<file path="src/rtl/stage_cp_pkg.sv">
// Shared definitions for the complete stage: CDB packet layout and per-FU queue entry.
// Sizing defaults for N_FU and CP_Q_DEPTH live here alongside the typedefs.
package stage_cp_pkg;

  localparam int N_FU_DEF       = 3;
  localparam int CP_Q_DEPTH_DEF = 2;

  typedef struct packed {
    logic [5:0]  tag;
    logic [31:0] value;
  } CP_ENTRY;

  typedef struct packed {
    logic        valid;
    logic [5:0]  tag;
    logic [31:0] value;
  } CDB_PACKET;

endpackage

</file>
<file path="src/rtl/stage_cp_result_fifo.sv">
// cp_result_fifo: single-FU result queue with push/pop/flush and an occupancy count.
// The head entry is combinationally visible so the arbiter can broadcast it directly.
module cp_result_fifo
  import stage_cp_pkg::*;
#(
  parameter int DEPTH = CP_Q_DEPTH_DEF
) (
  input  logic                   clock,
  input  logic                   reset,
  input  logic                   flush,
  input  logic                   push,
  input  CP_ENTRY                push_data,
  input  logic                   pop,
  output CP_ENTRY                head,
  output logic [$clog2(DEPTH):0] count
);

  localparam int AW = $clog2(DEPTH);

  CP_ENTRY       mem_q [DEPTH];
  logic [AW-1:0] wr_q;
  logic [AW-1:0] rd_q;
  logic [AW:0]   cnt_q;
  logic          full;
  logic          empty;
  logic          do_push;
  logic          do_pop;

  assign full    = (cnt_q == (AW+1)'(DEPTH));
  assign empty   = (cnt_q == '0);
  assign do_push = push && !full && !flush;
  assign do_pop  = pop && !empty && !flush;

  always_ff @(posedge clock) begin
    if (reset || flush) begin
      wr_q  <= '0;
      rd_q  <= '0;
      cnt_q <= '0;
    end else begin
      if (do_push) wr_q <= wr_q + 1'b1;
      if (do_pop)  rd_q <= rd_q + 1'b1;
      case ({do_push, do_pop})
        2'b10:   cnt_q <= cnt_q + 1'b1;
        2'b01:   cnt_q <= cnt_q - 1'b1;
        default: cnt_q <= cnt_q;
      endcase
    end
  end

  // Storage is data-only: validity is tracked entirely by the pointers/count.
  always_ff @(posedge clock) begin
    if (do_push) mem_q[wr_q] <= push_data;
  end

  assign head  = mem_q[rd_q];
  assign count = cnt_q;

endmodule

</file>
<file path="src/rtl/stage_cp.sv">
// Complete stage: per-FU result queues, round-robin arbiter, registered CDB broadcast.
// Optional CP_PERF_CNT_EN adds saturating broadcast and per-FU stall counters.
module stage_cp
  import stage_cp_pkg::*;
#(
  parameter int N_FU       = N_FU_DEF,
  parameter int CP_Q_DEPTH = CP_Q_DEPTH_DEF
) (
  input  logic                   clock,
  input  logic                   reset,
  input  logic [N_FU-1:0]        fu_valid,
  input  logic [N_FU-1:0][5:0]   fu_tag,
  input  logic [N_FU-1:0][31:0]  fu_value,
  output logic [N_FU-1:0]        fu_ready,
  input  logic                   rob_clear,
  output CDB_PACKET              cdb_packet
`ifdef CP_PERF_CNT_EN
  ,
  output logic [31:0]            perf_bcast_cnt,
  output logic [N_FU-1:0][15:0]  perf_stall_cnt
`endif
);

  localparam int PW = $clog2(N_FU);
  localparam int CW = $clog2(CP_Q_DEPTH) + 1;

  logic [N_FU-1:0] push;
  logic [N_FU-1:0] pop;
  logic [N_FU-1:0] request;
  CP_ENTRY         head  [N_FU];
  logic [CW-1:0]   count [N_FU];

  logic [PW-1:0]   rr_ptr_q, rr_ptr_d;
  CDB_PACKET       cdb_q, cdb_d;
  logic            grant_vld;
  logic [PW-1:0]   grant_idx;
  logic [PW-1:0]   cand;
  int              idx;

  for (genvar g = 0; g < N_FU; g++) begin : g_fu
    // Ready ignores a same-cycle pop: a full queue refuses input even while draining.
    assign fu_ready[g] = (count[g] < CW'(CP_Q_DEPTH)) && !reset;
    assign push[g]     = fu_valid[g] && fu_ready[g];
    assign request[g]  = (count[g] != '0);
    assign pop[g]      = grant_vld && (grant_idx == PW'(g));

    cp_result_fifo #(
      .DEPTH (CP_Q_DEPTH)
    ) u_fifo (
      .clock     (clock),
      .reset     (reset),
      .flush     (rob_clear),
      .push      (push[g]),
      .push_data ({fu_tag[g], fu_value[g]}),
      .pop       (pop[g]),
      .head      (head[g]),
      .count     (count[g])
    );
  end

  // Round-robin search: first requester at or after rr_ptr, wrapping upward.
  always_comb begin
    grant_vld = 1'b0;
    grant_idx = '0;
    idx       = 0;
    cand      = '0;
    for (int k = 0; k < N_FU; k++) begin
      idx = int'(rr_ptr_q) + k;
      if (idx >= N_FU) idx = idx - N_FU;
      cand = PW'(idx);
      if (!grant_vld && request[cand]) begin
        grant_vld = 1'b1;
        grant_idx = cand;
      end
    end
  end

  always_comb begin
    rr_ptr_d    = rr_ptr_q;
    cdb_d       = cdb_q;
    cdb_d.valid = 1'b0;
    if (grant_vld) begin
      rr_ptr_d = (grant_idx == PW'(N_FU - 1)) ? '0 : grant_idx + 1'b1;
      cdb_d    = {1'b1, head[grant_idx]};
    end
  end

  // Output register stage; a squash kills the pending broadcast but keeps tag/value.
  always_ff @(posedge clock) begin
    if (reset) begin
      rr_ptr_q <= '0;
      cdb_q    <= '0;
    end else if (rob_clear) begin
      rr_ptr_q    <= '0;
      cdb_q.valid <= 1'b0;
    end else begin
      rr_ptr_q <= rr_ptr_d;
      cdb_q    <= cdb_d;
    end
  end

  assign cdb_packet = cdb_q;

`ifdef CP_PERF_CNT_EN
  logic [31:0]           bcast_cnt_q;
  logic [N_FU-1:0][15:0] stall_cnt_q;

  function automatic logic [31:0] sat_inc32(input logic [31:0] v);
    return (&v) ? v : v + 32'd1;
  endfunction

  function automatic logic [15:0] sat_inc16(input logic [15:0] v);
    return (&v) ? v : v + 16'd1;
  endfunction

  always_ff @(posedge clock) begin
    if (reset) begin
      bcast_cnt_q <= '0;
      stall_cnt_q <= '0;
    end else begin
      if (cdb_q.valid) bcast_cnt_q <= sat_inc32(bcast_cnt_q);
      for (int i = 0; i < N_FU; i++) begin
        if (fu_valid[i] && !fu_ready[i]) stall_cnt_q[i] <= sat_inc16(stall_cnt_q[i]);
      end
    end
  end

  assign perf_bcast_cnt = bcast_cnt_q;
  assign perf_stall_cnt = stall_cnt_q;
`endif

endmodule

</file>
<file path="config.mk">
export PLATFORM = sky130hd
export DESIGN_NAME = stage_cp
export DESIGN_NICKNAME = d
export VERILOG_FILES = /design/src/rtl/stage_cp_pkg.sv /design/src/rtl/stage_cp_result_fifo.sv /design/src/rtl/stage_cp.sv
export SDC_FILE = /design/constraint.sdc
export NUM_CORES = 1
export LEC_CHECK = 0
export BUFFER_PORTS_ARGS = -buffer_cell sky130_fd_sc_hd__buf_4
export CORE_UTILIZATION = 25
export DETAILED_ROUTE_END_ITERATION = 16
export GPL_ROUTABILITY_DRIVEN = 0
export GPL_TIMING_DRIVEN = 0
export PLACE_DENSITY = 0.42
export SKIP_CTS_REPAIR_TIMING = 1
export SLEW_MARGIN = 20
export SYNTH_ARGS = -nofsm -noshare
export SYNTH_HDL_FRONTEND = slang
export SYNTH_SLANG_ARGS = --single-unit
export TNS_END_PERCENT = 100
</file>
<file path="constraint.sdc">
create_clock -name clock -period 2.9 [get_ports clock]
set_input_delay 0.29 -clock clock [delete_from_list [all_inputs] [get_ports clock]]
set_output_delay 0.29 -clock clock [all_outputs]
set_load 0.02 [all_outputs]
</file>
==> results.txt <==
----------------------------------------------------
[Power]
  Internal ... 0.00724 W
  Switching power as a share of total power ... 23.4%
  Leakage power of the design ... 6.05 nW
  Share of power burned in registers ... 48.4%
  PD cells ... 563 nW/µm²
  Worst IR Drop VDD ... 0.000305 V
  Switching power of the nets ... around 0.0022 W
  Combinational group share of total power ... 9.6%
  Portion of total power attributed to the clock network ... a little over two fifths

[Layout]
  Fraction of layout instances using a drive strength above 1 ... about 32%
  Area grow syn2layout ... 36.4%
  Final design instance area without fill ... 16800 µm²
  Total inserted antenna cells ... 0
  Final nets ... 1312
  Final core area utilization ... 34.9%

[Timing]
  Achievable Freq ... 353 MHz
  RSZ-0062 raised after global routing ... true
  Slew at the pin closest to its max-slew limit ... 0.806 ns
  Final-report max-slew violation count ... 0
  Clock Skew ... roughly 0.021 ns
  Worst slew margin relative to its limit ... 46.3%
  Final worst-path cycle share ... 97.8%
  Summed negative setup slack over all endpoints ... 0 ns
  Final setup violation count ... 0
  Hold violation count in the final report ... 0
  Minimum clock period ... between 2 and 3 ns

[Critical path]
  Endpoint arrival time on the critical path ... 3.30 ns
  Cells along the critical path ... inv_2 > ha_4 > o21ba_1 > a222oi_1 > buf_4 > and2_1 > buf_6 > buf_12 > a21oi_1 > and2_1 > ha_4 > xnor2_1 > or3_1 > a21oi_1
  Stages on worst setup path ... 14
  Worst r2r path cells ... 14
  Buffer and inverter count on the worst path ... 4
  Max Fanout on Critical Path ... 10
  Category of the most critical setup path ... flop to flop
  Slowest cell on the critical path ... dfxtp_2
  Startpoint class of the critical path ... flop
  Worst endpoint required time ... 3.37 ns
  Setup crit end kind ... flop
  Largest stage delay, worst path ... about 0.36 ns
  Kind of cell adding the most delay to the critical path ... compound AO/OA/AOI/OAI gates

[Min path]
  Worst hold stages ... 4
  Path type of the worst min-delay path ... input port to flop

[Floorplanning]
  Row Count ... 80
  Vert. Die Dim ... 224 µm
  Number of ports placed on the die boundary ... 162
  Horizontal die dimension ... 224 µm
  Initial core utilization ... 25.6%
  Core Area ... 48100 µm²
  Total Die Area ... 50100 µm²

[CTS]
  Root buffer cell ... clkbuf_16
  Number of buffers between clock root and the deepest sink ... 3
  Sink count of the clock tree ... roughly 280
  Clock-pin transition on the worst setup and hold timing paths ... 0.06 ns
  TritonCTS Buffers ... 35
  Number of H-tree branching levels ... 2
  CTS tree ... built
  Clock latency at the later pin of the worst-skew pair ... 0.54 ns

[Flow run]
  Total of max-cap violations ... 0

[Route]
  DRC ... 0
  Number of optimization iterations in the first detailed-route pass ... 5
  Total wirelength of the detailed-routed design ... a little under 40 mm
  Drt wl/cell ... about 21 µm
  Avg Vias per Cell ... 4.75
  Via count ... 8857
  First-iteration detailed-routing DRC count ... 538
  ANT nets after route ... 0

[Run status]
  Result of the run ... completed

[Placement]
  Number of buffers added on ports ... 160
  Detailed Place HPWL ... 27.3 mm
  DP Area ... ~15000 µm²

[GRT]
  Initial antenna violation count ... 1
  Overflow left after global routing ... 0
  Via count of the first global-routing pass ... 8326
  Wire length of the first global-routing pass ... around 55 mm
  Maximum number of pins on one net before global-route repair ... 23
  Total global routing track utilization ... 15.0%

[Synth]
  Net count after synthesis ... 990
  Proportion of synthesized flip-flops having asynchronous set or reset ... 0%
  Post-Syn Instances ... 864
  Count of state elements after synthesis ... 284
  Mapped Avg Cell Area ... 14.2 µm²
  Netlist Area Pre-Place ... 12300 µm²
  Top_reg_cell synth ... edfxtp_1
  Proportion of synthesized chip area in sequential cells ... roughly 65%
  Count of distinct cell types in the synthesized netlist ... 51
  Number of enable-type register cells in the synthesized netlist ... 228
  Count of warnings emitted by yosys ... 0

----------------------------------------------------
stage by stage:
stage	setup slack, ns	hold slack [ns]	power, W	std cells
after floorplan	0.0349	0.389	0.00503	864
after global placement	-1.61	0.462	0.00542	1680
after detailed placement	-0.505	0.475	0.00543	1686
after CTS	-0.355	-0.104	0.00948	1747
after global routing	-0.0803	0.253	0.00986	1866
final	0.0650	0.252	0.00946	1866
layout by cell type, fill, tap and decap left out, types with 7 or more instances in the layout:
cell	Yosys	layout
edfxtp_1	228	228
buf_4	2	167
mux2_2	114	114
dlygate4sd3_1	0	114
clkbuf_1	54	63
dfxtp_1	56	54
a21oi_1	47	47
inv_1	41	40
o31ai_1	39	39
a41o_1	38	38
o22ai_1	38	38
clkbuf_16	0	35
a221oi_1	38	34
o311ai_1	21	21
o311ai_0	17	17
nor2_1	21	16
buf_2	17	14
clkbuf_2	0	8
nand2_1	8	8
xnor2_1	7	7
kinds of logic (layout without fill, tap and decap cells):
group | after synthesis | in the layout | synth area share, %
compound gates | 267 | 267 | 16.6
xor+xnor | 10 | 10 | 0.712
fa+ha+maj | 6 | 6 | 0.610
buf+inv | 120 | 465 | 4.20
flops | 284 | 284 | 64.7
mux | 119 | 119 | 10.8
simple gates | 58 | 59 | 2.35
worst min-delay path: stages:
cell and delay (ns):
buf_4 0.12, nor2b_1 0.15, xnor2_1 0.14, nor2_1 0.04
flip-flops by register name (all words and copies together), names as in the netlist, named ones only:
name / count
cdb_packet: 39
g_fu.u_fifo.count: 6
g_fu.u_fifo.mem_q: 228
g_fu.u_fifo.rd_q: 3
g_fu.u_fifo.wr_q: 3
rr_ptr_q: 2
cell type report:
class,instances,area (µm²)
fill,4796,31400
sequential,284,7970
multi-input combinational,461,3930
timing repair buffer,285,2510
clock buffer,54,967
tap,656,821
buffer,78,393
inverter,41,154
clock inverter,7,36.3
routing by layer:
layer	global-route usage, %	vias to the layer above	wire length (µm)
met4	3.95	0	693
li1	-	4151	-
met3	3.49	41	2250
met5	0	-	0
met1	20.2	4392	17100
met2	24.1	273	18600
power groups by stage:
| stage | Sequential (W) | Combinational [W] | Clock, W |
|---|---|---|---|
| 2_1_floorplan | 0.00469 | 0.000339 | 0 |
| 3_3_place_gp | 0.00466 | 0.000755 | 0 |
| 3_5_place_dp | 0.00466 | 0.000774 | 0 |
| 4_1_cts | 0.00457 | 0.000777 | 0.00413 |
| 5_1_grt | 0.00458 | 0.000979 | 0.00429 |
| 6_report | 0.00457 | 0.000908 | 0.00397 |
final timing paths:
kind,startpoint,endpoint,slack [ns]
worst min register to register,g_fu[1].u_fifo.rd_q$_SDFFE_PP0P_,g_fu[1].u_fifo.rd_q$_SDFFE_PP0P_,0.48
worst min-delay path,fu_valid[1],g_fu[1].u_fifo.wr_q$_SDFFE_PP0P_,0.25
worst max register to register,rr_ptr_q[0]$_SDFFE_PP0N_,g_fu[2].u_fifo.count[1]$_SDFFE_PP0P_,0.07
worst max-delay path,rr_ptr_q[0]$_SDFFE_PP0N_,g_fu[2].u_fifo.count[1]$_SDFFE_PP0P_,0.07
cells in the mapped netlist (all sizes together) (2+ instances only):
| cell type | count | share of area, % |
|---|---|---|
| a21o | 2 | 0.12 |
| mux2i | 5 | 0.41 |
| nand2 | 9 | 0.29 |
| or3 | 5 | 0.25 |
| nor3 | 3 | 0.12 |
| o311ai | 38 | 2.7 |
| mux2 | 114 | 10 |
| a41o | 38 | 3.1 |
| buf | 25 | 1.3 |
| or2 | 3 | 0.15 |
| a2bb2oi | 3 | 0.21 |
| xor2 | 3 | 0.21 |
| dfxtp | 56 | 9.1 |
| o22ai | 38 | 1.9 |
| and2 | 2 | 0.10 |
| edfxtp | 228 | 56 |
| and3 | 3 | 0.15 |
| xnor2 | 7 | 0.50 |
| a211oi | 5 | 0.35 |
| a211o | 2 | 0.14 |
| nand3 | 3 | 0.12 |
| o21ai | 7 | 0.28 |
| a221oi | 38 | 2.7 |
| nor2 | 21 | 0.64 |
| nor2b | 5 | 0.25 |
| inv | 41 | 1.3 |
| a21oi | 47 | 1.9 |
| or3b | 2 | 0.14 |
| clkbuf | 54 | 1.6 |
| ha | 6 | 0.61 |
| o31ai | 39 | 2.4 |
(Power assumes the default switching activity.)
